==> src/rtl/rr_tdm_demux_acc_pkg.sv <==
// rr_tdm_demux_acc_pkg: shared FSM state type and width helpers for the TDM demux accumulator
package rr_tdm_demux_acc_pkg;
  typedef enum logic {UNSYNC, RUN} state_t;
  function automatic int acc_w(input int dw, input int len);
    return dw + $clog2(len);
  endfunction
  function automatic int ch_w(input int n);
    return (n > 1) ? $clog2(n) : 1;
  endfunction
endpackage

==> src/rtl/sync_fifo_fwft.sv <==
// sync_fifo_fwft: first-word fall-through FIFO; push/push_data in, pop/pop_data/valid out, sticky overflow on dropped push
module sync_fifo_fwft #(
  parameter int WIDTH = 8,
  parameter int DEPTH = 4
) (
  input  logic             clk,
  input  logic             rst,
  input  logic             push,
  input  logic [WIDTH-1:0] push_data,
  input  logic             pop,
  output logic [WIDTH-1:0] pop_data,
  output logic             valid,
  output logic             overflow
);
  localparam int AW = $clog2(DEPTH);
  logic [WIDTH-1:0] mem [DEPTH];
  logic [AW:0] wr_ptr, rd_ptr;
  logic empty, full, do_pop, do_push;
  assign empty = wr_ptr == rd_ptr;
  assign full = (wr_ptr[AW] != rd_ptr[AW]) && (wr_ptr[AW-1:0] == rd_ptr[AW-1:0]);
  assign do_pop = pop && !empty;
  assign do_push = push && (!full || do_pop);
  assign valid = !empty;
  assign pop_data = mem[rd_ptr[AW-1:0]];
  always_ff @(posedge clk or posedge rst) begin
    if (rst) begin
      wr_ptr <= '0;
      rd_ptr <= '0;
      overflow <= 1'b0;
    end else begin
      if (do_push) wr_ptr <= wr_ptr + 1'b1;
      if (do_pop) rd_ptr <= rd_ptr + 1'b1;
      if (push && !do_push) overflow <= 1'b1;
    end
  end
  always_ff @(posedge clk) begin
    if (do_push) mem[wr_ptr[AW-1:0]] <= push_data;
  end
endmodule

==> src/rtl/rr_tdm_demux_acc.sv <==
// rr_tdm_demux_acc: round-robin TDM demux with per-channel window accumulation; din/din_valid/din_sof in, dout_sum/dout_ch valid-ready out, sync_err pulse, sticky overflow
module rr_tdm_demux_acc
  import rr_tdm_demux_acc_pkg::*;
#(
  parameter int DATA_WIDTH = 16,
  parameter int NUM_CH = 2,
  parameter int ACC_LEN = 4,
  parameter int FIFO_DEPTH = 4,
  localparam int ACC_W = acc_w(DATA_WIDTH, ACC_LEN),
  localparam int CH_W = ch_w(NUM_CH)
) (
  input  logic                  clk,
  input  logic                  rst,
  input  logic [DATA_WIDTH-1:0] din,
  input  logic                  din_valid,
  input  logic                  din_sof,
  output logic [ACC_W-1:0]      dout_sum,
  output logic [CH_W-1:0]       dout_ch,
  output logic                  dout_valid,
  input  logic                  dout_ready,
  output logic                  sync_err,
  output logic                  overflow
);
  localparam int FC_W = $clog2(ACC_LEN);
  state_t state, state_nx;
  logic [CH_W-1:0] ch_idx, cur_ch;
  logic [FC_W-1:0] frame_cnt, cur_fc;
  logic [ACC_W-1:0] acc [NUM_CH];
  logic [ACC_W-1:0] sum;
  logic take, last_ch, push;
  assign take = din_valid && (state == RUN || din_sof);
  assign cur_ch = din_sof ? '0 : ch_idx;
  assign cur_fc = din_sof ? '0 : frame_cnt;
  assign sum = (cur_fc == '0 ? '0 : acc[cur_ch]) + ACC_W'(din);
  assign last_ch = cur_ch == CH_W'(NUM_CH - 1);
  assign push = take && cur_fc == FC_W'(ACC_LEN - 1);
  always_comb begin
    state_nx = (din_valid && din_sof) ? RUN : state;
  end
  always_ff @(posedge clk or posedge rst) begin
    if (rst) begin
      state <= UNSYNC;
      ch_idx <= '0;
      frame_cnt <= '0;
      sync_err <= 1'b0;
    end else begin
      state <= state_nx;
      sync_err <= din_valid && din_sof && state == RUN && (ch_idx != '0 || frame_cnt != '0);
      if (take) begin
        ch_idx <= last_ch ? '0 : cur_ch + 1'b1;
        frame_cnt <= last_ch ? cur_fc + 1'b1 : cur_fc;
      end
    end
  end
  always_ff @(posedge clk) begin
    if (take) acc[cur_ch] <= sum;
  end
  sync_fifo_fwft #(.WIDTH(CH_W + ACC_W), .DEPTH(FIFO_DEPTH)) u_fifo (
    .clk(clk),
    .rst(rst),
    .push(push),
    .push_data({cur_ch, sum}),
    .pop(dout_ready),
    .pop_data({dout_ch, dout_sum}),
    .valid(dout_valid),
    .overflow(overflow)
  );
endmodule

==> config.mk <==
export PLATFORM = sky130hd
export DESIGN_NAME = rr_tdm_demux_acc
export DESIGN_NICKNAME = d
export VERILOG_FILES = /design/src/rtl/rr_tdm_demux_acc_pkg.sv /design/src/rtl/sync_fifo_fwft.sv /design/src/rtl/rr_tdm_demux_acc.sv
export SDC_FILE = /design/constraint.sdc
export NUM_CORES = 1
export LEC_CHECK = 0
export CAP_MARGIN = 20
export CORE_ASPECT_RATIO = 0.75
export CORE_MARGIN = 2
export CORE_UTILIZATION = 58
export CTS_CLUSTER_SIZE = 14
export DETAILED_ROUTE_END_ITERATION = 10
export PLACE_DENSITY_LB_ADDON = 0.3
export REMOVE_ABC_BUFFERS = 1
export SETUP_SLACK_MARGIN = 0.3
export SLEW_MARGIN = 20
export SYNTH_ARGS = -nofsm -noshare
export SYNTH_HDL_FRONTEND = slang
export SYNTH_SLANG_ARGS = --single-unit
==> constraint.sdc <==
create_clock -name clk -period 3.7 [get_ports clk]
set_input_delay 0.555 -clock clk [delete_from_list [all_inputs] [get_ports clk]]
set_output_delay 0.555 -clock clk [all_outputs]
set_load 0.005 [all_outputs]
==> impl_metrics.ini <==
[setup_path]
critical_path_startpoint_category = primary input
cp.required_ns = 3.87
timing.critical_path.slowest_stage_cell = clkdlybuf4s50_1
critical_path.top_delay_family = adder cells
crit_chain = clkdlybuf4s50_1 > nor2b_1 > inv_1 > ha_1 > a21oi_1 > ha_1 > inv_1 > fa_1 > nand2b_1 > a21oi_1 > nor2b_1 > o311ai_1 > xor2_1 > buf_4
critPathArrivalTime_ns = 3.48
path_class = in2reg
critical_path_buf_inv_count = 4
critPathCaptureType = flip-flop
worst-path-max-fanout = 6
crit_start = din_sof
slowest_delay_ns = 0.47
rr_startpoint = frame_cnt[0]$_DFFE_PP0P_

[global_routing]
grt_first_pass_wirelength_mm = 19.0
grt.overflow.total = 0
grt_start_max_net_pins = 22
antenna_found_initial = 0
grt_use_total_pct = 25.7
number_of_global_route_vias_before_repair = 3673

[floorplanning]
design.portCount = 43
die_w_um = 117
die-height_um = 88.9
initial_utilization_pct = 60.7
floorplan.die_area_mm2 = 0.0104
std_cell_rows = 30
placeableCoreArea_mm2 = 0.00920

[sta]
grt_setup_unrepaired = false
period_needed_ns = 3.31
max-slew-margin-rel_pct = 42.9
final-max-slew-violation-count = 0
hold_slack_ns = 0.463
finalHoldViolCount = 0
clock.fmax_mhz = 302
worst-slew-pin-transition_ns = 0.856
post_route_skew_ns = 0.00630
layout_worst_path_cycle_share_pct = 89.5
finalSetupViolations = 0

[layout]
fin_cells = 608
antenna-diode-count = 0
design.final.nets = 512
layout-drive-gt1-share_pct = 18.1
area_growth_syn_to_layout_pct = 25.1
finish.instance_area_mm2 = 0.00698

[placed_design]
placedCellCount = 575
placement.cell_area_mm2 = 0.00637
detailed_placer_s_ending_hpwl_mm = 7.72
finalWeightedCongestion = 0.875
place.port_buffers = 42

[clock_tree]
post_cts_clock_slew_at_the_launch_and_capture_registers_of_the_worst_setup_and_hold_paths_ns = 0.05
number_of_sinks_handled_by_clock_tree_synthesis = 124
postCtsHoldBufs = 0
cts-root-to-sink-buffers = 2
cts-htree-levels = 4
numCtsBuffers = 17
clk_root_buffer_cell = clkbuf_16
tritoncts = built
clkLatencyLatePin_ns = 0.42

[synthesis]
ys_dominant_reg_cell = edfxtp_1
yosysUniqueCellTypes = 45
synthesis.yosys.warnings = 0
netlist_instances = 386
synth_enable_flop_cells = 112
avgSynthCellArea_um2 = 14.5
mappedNetlistArea_mm2 = 0.00558
ys_seq_area_share_pct = 65.7
asyncSetResetFlopFracSynth_pct = 9.68
synth.ff_latch_count = 124

[route]
postRouteAntennaNets = 0
wl_per_cell_um = 20.2
first_iter_violations = 296
route.final.wire_length_mm = 12.3
vias_per_cell = 5.92
routed-via-count = 3597
drt_drc_violations_left = 0
firstDrtPassIters = 8

[min_path]
hold_path_class = in2async

[power]
power.density_mw_per_mm2 = 625
leakagePower_nw = 2.59
vdd_drop_max_mv = 0.445

[flow_run]
max_cap_viol_count = 0

[run_status]
run_status = finished, final reports clean
[metal layers]
layer	GRT usage (%)	vias to the layer above	wire length, um
met5	0	-	0
met4	11.7	0	299
met3	7.05	32	871
met2	39.5	158	5830
met1	35.1	1776	5260
li1	-	1631	-
[flip-flops by register name, summed over array words and instances (netlist names)]
signal / count
acc: 36
ch_idx: 1
frame_cnt: 2
state: 1
sync_err: 1
u_fifo.mem: 76
u_fifo.overflow: 1
u_fifo.rd_ptr: 3
u_fifo.wr_ptr: 3
[cells by family after synthesis]
logic type | Yosys count | synth area share (%)
DFF | 124 | 65.7
and+or+nand+nor | 105 | 8.77
AOI/OAI and AO/OA | 66 | 7.00
buffers and inverters | 26 | 1.82
adders and majority gates | 24 | 5.52
muxes | 22 | 8.23
xor gates and xnor gates | 19 | 2.98
[cell type report]
class | count | area (um2)
repair buffers | 71 | 676
clock inverters | 10 | 98.8
inverters | 17 | 63.8
flip-flops and latches | 124 | 3660
multi-input cells | 236 | 1870
well taps | 128 | 160
clock buffers | 22 | 444
fillers | 558 | 2220
[where the power goes]
group          internal (W)  total, W  switching, W
registers           0.00167   0.00174     0.0000636
clock network      0.000976   0.00154      0.000559
logic              0.000585   0.00109      0.000507
total               0.00323   0.00436       0.00113
[Yosys cell counts, drive strengths merged (3+ instances only)]
library cell  count  area (um2)
a21oi            34         170
a31oi             3        18.8
and2              8        50.1
buf               5        22.5
clkbuf            4        15.0
dfrtp            12         300
edfxtp          112        3360
ha               23         288
inv              16        60.1
mux4             19         428
nand2            53         199
nand2b            5        31.3
nand3             6        30.0
nor2             13        48.8
nor2b             4        25.0
nor3              6        30.0
o211ai            4        30.0
o21ai            11        55.1
xnor2            13         114
xor2              6        52.6
[metrics by stage]
step	power [W]	TNS (ns)	worst slack (ns)	utilization, %
finish	0.00436	0	0.389	75.9
global route	0.00454	0	0.226	75.9
CTS	0.00437	0	0.328	75.2
detailed placement	0.00283	-0.385	-0.0642	69.3
global placement	0.00278	0	0.0987	69.3
floorplan	0.00232	0	0.212	-
[path summary, 6_finish.rpt]
path / end / slack (ns) / depth (start not counted)
setup / recovery: u_fifo.mem[0][14]$_DFFE_PP_ / 0.39 / 14
hold / removal: u_fifo.rd_ptr[2]$_DFFE_PP0P_ / 0.46 / 2
setup reg to reg: u_fifo.mem[0][14]$_DFFE_PP_ / 0.59 / 13
hold reg to reg: u_fifo.overflow$_DFFE_PP0P_ / 0.47 / 1
max in group asynchronous: u_fifo.wr_ptr[1]$_DFFE_PP0P_ / 2.91 / 2
min in group clk: u_fifo.overflow$_DFFE_PP0P_ / 0.47 / 1
[what timing repair did]
item	4_1_cts	5_1_grt
resized for setup	0	11
setup endpoints to repair	0	42
buffers inserted	0	1
[placed cells by master (no fill, tap or decap), drive strengths merged, types with 12 or more instances in the layout]
cell	Yosys	routed
nor2	13	13
clkdlybuf4s50	0	42
nand2	53	53
clkbuf	4	22
dfrtp	12	12
inv	16	16
buf	5	29
edfxtp	112	112
a21oi	34	34
ha	23	23
xnor2	13	13
mux4	19	19
(Power assumes the default switching activity.)
